<file path="src/rtl/multi_button_debouncer.sv">
// N-channel pushbutton front end: synchroniser, debouncer, edge pulses, toggle register
// and long-press/auto-repeat detection. The release pulse port is release_pulse because release is a reserved word.
module multi_button_debouncer #(
  parameter int               N_CH            = 4,
  parameter int               DEBOUNCE_CYCLES = 50000,
  parameter int               HOLD_CYCLES     = 50000000,
  parameter int               REPEAT_CYCLES   = 12500000,
  parameter bit               TOGGLE_ON_PRESS = 1'b0,
  parameter bit               LONG_SUPPRESS   = 1'b1,
  parameter logic [N_CH-1:0]  INIT_ENABLE     = {N_CH{1'b1}}
) (
  input  logic             clk,
  input  logic             rst,
  input  logic [N_CH-1:0]  button,
  input  logic [N_CH-1:0]  load,
  input  logic [N_CH-1:0]  load_val,
  output logic [N_CH-1:0]  state,
  output logic [N_CH-1:0]  press,
  output logic [N_CH-1:0]  release_pulse,
  output logic [N_CH-1:0]  long_press,
  output logic [N_CH-1:0]  repeat_pulse,
  output logic [N_CH-1:0]  enable
);

  localparam int DW = $clog2(DEBOUNCE_CYCLES + 1);
  localparam int HW = $clog2(HOLD_CYCLES + 1);
  localparam int RW = (REPEAT_CYCLES > 0) ? $clog2(REPEAT_CYCLES + 1) : 1;

  localparam logic [DW-1:0] D_LIM = DW'(DEBOUNCE_CYCLES - 1);
  localparam logic [HW-1:0] H_LIM = HW'(HOLD_CYCLES);
  localparam logic [RW-1:0] R_LIM = RW'(REPEAT_CYCLES);
  localparam logic [RW-1:0] R_ONE = RW'(1);

  for (genvar i = 0; i < N_CH; i++) begin : g_ch
    logic          s1, s2, st, st_d;
    logic [DW-1:0] dcnt;
    logic [HW-1:0] hcnt;
    logic [RW-1:0] rcnt;
    logic          long_fired;
    logic          pr, rl, lp, rp, en;
    logic          rise, fall, tog;

    assign rise = st & ~st_d;
    assign fall = ~st & st_d;
    // In release-toggle mode a release that ends a long press can be suppressed.
    assign tog  = TOGGLE_ON_PRESS ? rise
                                  : (fall & ~(LONG_SUPPRESS & long_fired));

    always_ff @(posedge clk) begin
      if (rst) begin
        s1         <= 1'b0;
        s2         <= 1'b0;
        st         <= 1'b0;
        st_d       <= 1'b0;
        dcnt       <= '0;
        hcnt       <= '0;
        rcnt       <= '0;
        long_fired <= 1'b0;
        pr         <= 1'b0;
        rl         <= 1'b0;
        lp         <= 1'b0;
        rp         <= 1'b0;
        en         <= INIT_ENABLE[i];
      end else begin
        s1 <= button[i];
        s2 <= s1;

        if (s2 == st) begin
          dcnt <= '0;
        end else if (dcnt == D_LIM) begin
          st   <= s2;
          dcnt <= '0;
        end else begin
          dcnt <= dcnt + 1'b1;
        end

        st_d <= st;
        pr   <= rise;
        rl   <= fall;
        lp   <= 1'b0;
        rp   <= 1'b0;

        if (!st) begin
          hcnt       <= '0;
          rcnt       <= '0;
          long_fired <= 1'b0;
        end else begin
          if (hcnt != '1)
            hcnt <= hcnt + 1'b1;
          if (!long_fired && hcnt == H_LIM) begin
            lp         <= 1'b1;
            long_fired <= 1'b1;
            rcnt       <= R_ONE;
          end else if (long_fired && REPEAT_CYCLES > 0) begin
            // rcnt counts 1..REPEAT_CYCLES so the k-th repeat lands k periods after long_press
            if (rcnt == R_LIM) begin
              rp   <= 1'b1;
              rcnt <= R_ONE;
            end else begin
              rcnt <= rcnt + 1'b1;
            end
          end
        end

        if (load[i])
          en <= load_val[i];
        else if (tog)
          en <= ~en;
      end
    end

    assign state[i]         = st;
    assign press[i]         = pr;
    assign release_pulse[i] = rl;
    assign long_press[i]    = lp;
    assign repeat_pulse[i]  = rp;
    assign enable[i]        = en;
  end

endmodule

</file>
<file path="config.mk">
export PLATFORM = sky130hd
export DESIGN_NAME = multi_button_debouncer
export DESIGN_NICKNAME = d
export VERILOG_FILES = /design/src/rtl/multi_button_debouncer.sv
export SDC_FILE = /design/constraint.sdc
export NUM_CORES = 1
export LEC_CHECK = 0
export ABC_AREA = 1
export BUFFER_PORTS_ARGS = -buffer_cell sky130_fd_sc_hd__buf_2
export CORE_MARGIN = 4
export CORE_UTILIZATION = 65
export CTS_CLUSTER_DIAMETER = 50
export DETAILED_ROUTE_END_ITERATION = 8
export PLACE_DENSITY = 0.78
export SYNTH_ARGS = -nofsm -noshare
export SYNTH_HDL_FRONTEND = slang
export SYNTH_SLANG_ARGS = --single-unit
</file>
<file path="constraint.sdc">
create_clock -name clk -period 3.79 [get_ports clk]
set_input_delay 0.758 -clock clk [delete_from_list [all_inputs] [get_ports clk]]
set_output_delay 0.758 -clock clk [all_outputs]
set_load 0.005 [all_outputs]
</file>
==> run metrics, run 1 <==
run status=complete, no violations; clk_lat worst skew=about 0.51 ns; max-cap violations=0; Period Utilization, post-route=0.5671; simple-gate area share of the yosys netlist=0.4116; peak fanout along the critical path=20; Syn Inst Count=roughly 2500; Syn Std Cell Area=0.01611 sq mm; DRC Markers=0; CTS Sinks=approximately 300; Final Hold Violating Endpoints=0; initial antenna violation count=0; H-tree Lvls=2; core region area=roughly 0.024 sq mm; Finished Layout Cells=2833; post-synthesis compound-gate area fraction=0.04558; worst reg2reg path startpoint=g_ch[3].hcnt[0]; fraction of layout cells with a size suffix above 1=0.07015; cts hold-fix bufs=0; most common cell after layout, fill and taps aside=nand2_1; worst setup path startpoint=g_ch[3].hcnt[0]; CP arrival=2.59 ns; post-synthesis sequential area ratio=0.3777; RSZ-0062 raised after global routing=no; largest net degree at the start of global routing=26; Tmin final=2.149 ns; DP Cell Count=between 2000 and 3000; Initial Util=0.6626; via count=about 15000; total gr overflow=0; Synth Flop Type=dfxtp_1; mux cell area share after synthesis=0; post-route ant nets=0; CTS buffer count=36; Distinct cells, synth=42; Seq cells post-synth=~300; Peak supply drop=approximately 380 uV; overall power=about 6.7 mW; # port buffers=37; Via density=5.321; Slew @ Worst Pin=roughly 0.63 ns; clk root buf=clkbuf_16; Layout Area Growth over Synthesis=8.775%; final design area excluding fillers=around 0.018 sq mm; CTS tree=done; Post-Synth XOR/XNOR Area=0.05055; largest family of logic cells by synthesized area=simple AND/OR/NAND/NOR gates; critical path class=register to register; placed inst area=approximately 0.016 sq mm; dominant cells by area after synthesis=dfxtp_1 (38%), nand2_1 (15%), nor2_1 (11%); P_leak=between 6 and 7 nW; first-pass GRT wire length=approximately 62000 um; Worst setup EP type=register; hold slack=approximately 0.4 ns; Total GRT Usage=0.2665; die area=0.02737 sq mm; Post-Route Skew=0.01624 ns; DRT iter0 DRCs=roughly 960; Avg WL per Cell=roughly 13 um; die height=roughly 170 um; Worst-path clk slew=about 0.06 ns; Hold WC Path Type=register to register; data required time at the worst endpoint=approximately 4.2 ns; syn_nets=between 2000 and 2500; Max Buffers Root-to-Sink=3; routed wire length=approximately 36000 um; most frequent cells in the layout=nand2_1 (631), nor2_1 (459), inv_1 (305); endpoints failing setup=0; critical path startpoint category=register; synth warn=0; Die W=165.4 um; IO Pins=38; adder-cell area share of the yosys netlist=0.01553; HP Start=g_ch[1].s1; Final nets=2518; number of flops mapped to enable cells by yosys=0; # resized after CTS=0; routability cong.=between 0.9 and 1; Post-CTS Setup Inserts=0; Post-synth ARST share=0; area share of the largest cell type after synthesis=0.3777; vias in the first global route=approximately 14000; Fmax=about 0.47 GHz; fin. max-slew vios=0; Slew Limit Headroom=0.5792; setup_tns=0 ns; Rows=between 50 and 60; P per Cell Area=roughly 380 mW/mm^2; syn avg cell area=approximately 6.5 sq um; leading area contributor after synthesis=dfxtp_1; dpl hpwl=~27000 um; 1st-pass router iterations=5; diodes inserted=0
[cells in the mapped netlist (all sizes together), types with 8 or more instances]
| cell type | instances |
|---|---|
| dfxtp | 304 |
| nand2 | 638 |
| nor4 | 8 |
| ha | 20 |
| a21oi | 74 |
| nand3 | 201 |
| a31oi | 24 |
| inv | 318 |
| nand3b | 14 |
| buf | 54 |
| xor2 | 64 |
| nor2 | 493 |
| or2 | 20 |
| xnor2 | 29 |
| nand4 | 62 |
| o21ai | 28 |
| nor3 | 93 |
[per-stage QoR]
stage          utilization  worst slack (ns)
6_report            0.7207             1.641
3_3_place_gp        0.6713             1.277
5_1_grt             0.7207             1.479
3_5_place_dp        0.6713             1.217
2_1_floorplan            -             2.023
4_1_cts             0.7207             1.663
[worst max-delay path, cell delays in order, from the launching register on]
cell and delay [ns]:
dfxtp_1 0.42, ha_1 0.39, inv_2 0.09, nor2_4 0.23
nand4_2 0.21, inv_2 0.12, nand2_2 0.29, inv_4 0.19
nor2_1 0.07, nor2_2 0.07
[path summary, 6_finish.rpt]
check | cells after the start | to | slack (ns)
setup / recovery | 9 | g_ch[3].hcnt[9] | 1.64
hold / removal | 2 | g_ch[1].s2 | 0.40
setup reg to reg | 9 | g_ch[3].hcnt[9] | 1.64
hold reg to reg | 2 | g_ch[1].s2 | 0.40
[kinds of logic (layout without fill, tap and decap cells)]
| logic type | Yosys count | in the layout |
|---|---|---|
| simple gates | 1532 | 1532 |
| buf+inv | 380 | 424 |
| xor+xnor | 93 | 93 |
| compound gates | 136 | 136 |
| fa+ha+maj | 20 | 20 |
| flops | 304 | 304 |
[flip-flops by register name, indices dropped and copies added, names as in the netlist]
signal	count
g_ch.lp	4
g_ch.pr	4
g_ch.s2	4
g_ch.en	4
g_ch.st	4
g_ch.st_d	4
g_ch.hcnt	104
g_ch.rl	4
g_ch.dcnt	64
g_ch.long_fired	4
g_ch.rcnt	96
g_ch.rp	4
g_ch.s1	4
[layout make-up]
type | count | area, sq um
clock buffers | 48 | 1047
clock inverters | 15 | 152.6
fillers | 2119 | 6793
inverters | 324 | 1220
multi-input cells | 1781 | 8431
flip-flops and latches | 304 | 6086
well taps | 324 | 405.4
repair buffers | 37 | 185.2
[report_power, final]
group	internal, mW	switching, mW
Clock	2.09	1.33
Sequential	3.20	0.00516
Combinational	0.0133	0.0248
[layer usage]
metal	part of all wire	up-vias	global-route usage
met4	0.019	0	0.07274
met2	0.47	392	0.4594
met5	0	-	0
li1	-	7801	-
met3	0.058	62	0.03624
met1	0.45	6818	0.3520
Power figures use the tool's default switching activity.
==> run 2, diff against run 1 <==
CORE_UTILIZATION = 63   (was 65)
PLACE_DENSITY = 0.76   (was 0.78)
clock period = 2.2 ns   (was 3.79 ns; I/O delays follow)
==> run metrics, run 2 (synthesized netlist as in run 1, its figures left out) <==
core region area=0.02518 sq mm (+3.5%); CTS tree=done; Gate power share=0.006 (about the same); Final nets=2539 (+0.83%); Post-CTS Setup Inserts=0 (unchanged); DRT iter0 DRCs=1134 (+18%); Clk pwr share=0.533 (+0.021); hold slack=0.1369 ns (-0.2645 ns); Slew Limit Headroom=0.6417 (+0.06249); Fmax=0.5278 GHz (+13%); IO Pins=38 (unchanged); fraction of layout cells with a size suffix above 1=0.07668 (+0.006532); post-route ant nets=0 (unchanged); DRC Markers=0 (unchanged); worst setup path startpoint=g_ch[1].hcnt[0]; RSZ-0062 raised after global routing=no; die height=167.9 um (+1.5%); vias in the first global route=14400 (+5.2%); run status=complete, no violations; most frequent cells in the layout=nand2_1 (631), nor2_1 (459), inv_1 (305); most common cell after layout, fill and taps aside=nand2_1; R2R Setup Slk=0.31 ns (-1.34 ns); Tmin final=1.895 ns (-0.2549 ns); HP Start=button[2]; routed wire length=36910 um (+1.5%); Int Power=9.600 mW (+81%); critical path class=register to register; WP buf/inv=1 (-2); total gr overflow=0 (unchanged); # port buffers=37 (unchanged); setup_tns=0 ns (unchanged); max-cap violations=0 (unchanged); worst reg2reg path startpoint=g_ch[1].hcnt[0]; dpl ws=0.3230 ns (-0.8945 ns); die area=0.02820 sq mm (+3.0%); Worst-path clk slew=0.06 ns (about the same); Die W=167.9 um (+1.5%); Period Utilization, post-route=0.8612 (+0.2940); CP Cell Sequence=ha_1 -> nand3_1 -> nor2_1 -> nand3_1 -> xnor2_1 -> o21ai_1 -> inv_1; Switching Fraction=0.1991 (-0.004433); cell family contributing the most delay on the critical path=simple AND/OR/NAND/NOR gates; CP arrival=2.29 ns (-0.30 ns); CTS Sinks=304 (unchanged); # resized after CTS=0 (unchanged); clk_lat worst skew=0.51 ns (about the same); P per Cell Area=674.7 mW/mm^2 (+78%); final setup margin=0.3055 ns (-1.335 ns); peak fanout along the critical path=7 (-65%); Final Hold Violating Endpoints=0 (unchanged); diodes inserted=0 (unchanged); largest net degree at the start of global routing=26 (unchanged); CP max stage delay=0.45 ns (+0.03 ns); Initial Util=0.6399 (-0.02268); Worst setup EP type=register; first-pass GRT wire length=64050 um (+3.7%); P_leak=6.551 nW (+2.2%); data required time at the worst endpoint=2.59 ns (-1.64 ns); Via density=5.317 (about the same); most frequent CP cell=nand3_1; CP max stage cell=dfxtp_1; Total GRT Usage=0.2600 (-0.006487); Most flops, register=g_ch.hcnt; dpl hpwl=26940 um (+1.2%); clk root buf=clkbuf_16; initial antenna violation count=1 (+1); critical path startpoint category=register; endpoints failing setup=0 (unchanged); CTS buffer count=37 (+2.8%); fin. max-slew vios=0 (unchanged); P_sw=2.386 mW (+76%); Post-Route Skew=0.01857 ns (+0.002326 ns); Rows=58 (+1.8%); Slew @ Worst Pin=0.5361 ns (-0.09503 ns); Layout Area Growth over Synthesis=10.26%; via count=15210 (+0.88%); Largest regs=g_ch.hcnt x104, g_ch.rcnt x96, g_ch.dcnt x64; Max Buffers Root-to-Sink=3 (unchanged); Hold WC Path Type=input port to register; sequential share of power=0.461 (-0.021); overall power=11.99 mW (+80%); Avg WL per Cell=12.91 um (+0.56%); routability cong.=0.9366 (+2.7%); H-tree Lvls=2 (unchanged); Peak supply drop=900.4 uV (+130%); cts hold-fix bufs=0 (unchanged); 1st-pass router iterations=6 (+1); max reg flops=104 (unchanged)
## run 2: layer usage
layer,up-vias,global-route usage,wire [um]
li1,7838,-,-
met1,6909,0.3392,16780
met2,374,0.4432,17230
met3,83,0.04062,1839
met4,2,0.08433,1045
met5,-,0,13
## run 2: per-stage QoR
step | instances | utilization | instance area, sq um
floorplan | 2465 | - | 16110
global placement | 2796 | 0.6546 | 16480
detailed placement | 2796 | 0.6546 | 16480
CTS | 2860 | 0.7055 | 17770
global route | 2860 | 0.7055 | 17770
finish | 2860 | 0.7055 | 17770
## run 2: final timing paths
kind / endpoint / cells past startpoint
setup reg to reg: g_ch[1].hcnt[14] / 7
hold reg to reg: g_ch[1].s2 / 2
hold / removal: g_ch[2].s1 / 3
setup / recovery: g_ch[1].hcnt[14] / 7
## run 2: area by class of cell
cell class                      instances  area, sq um
Clock buffer                           47         1003
Clock inverter                         17        277.8
Fill cell                            2226         7416
Inverter                              324         1220
Multi-Input combinational cell       1781         8431
Sequential cell                       304         6086
Tap cell                              330        412.9
Timing Repair Buffer                   57        335.3
## run 2: worst register-to-register path, delay by kind of cell, from the launching register on
family,cells,cell delay (ns)
and+or+nand+nor,3,0.71
DFF,1,0.45
adders and majority gates,1,0.31
xor gates and xnor gates,1,0.16
AOI/OAI and AO/OA,1,0.11
buffers and inverters,1,0.05
## run 2: power groups by stage
stage	clock network [mW]	logic, mW	registers (mW)
after floorplan	0	0.0433	5.65
after global placement	0	0.0642	5.65
after detailed placement	0	0.0663	5.65
after CTS	6.51	0.0680	5.53
after global routing	6.73	0.0758	5.53
final	6.39	0.0671	5.53
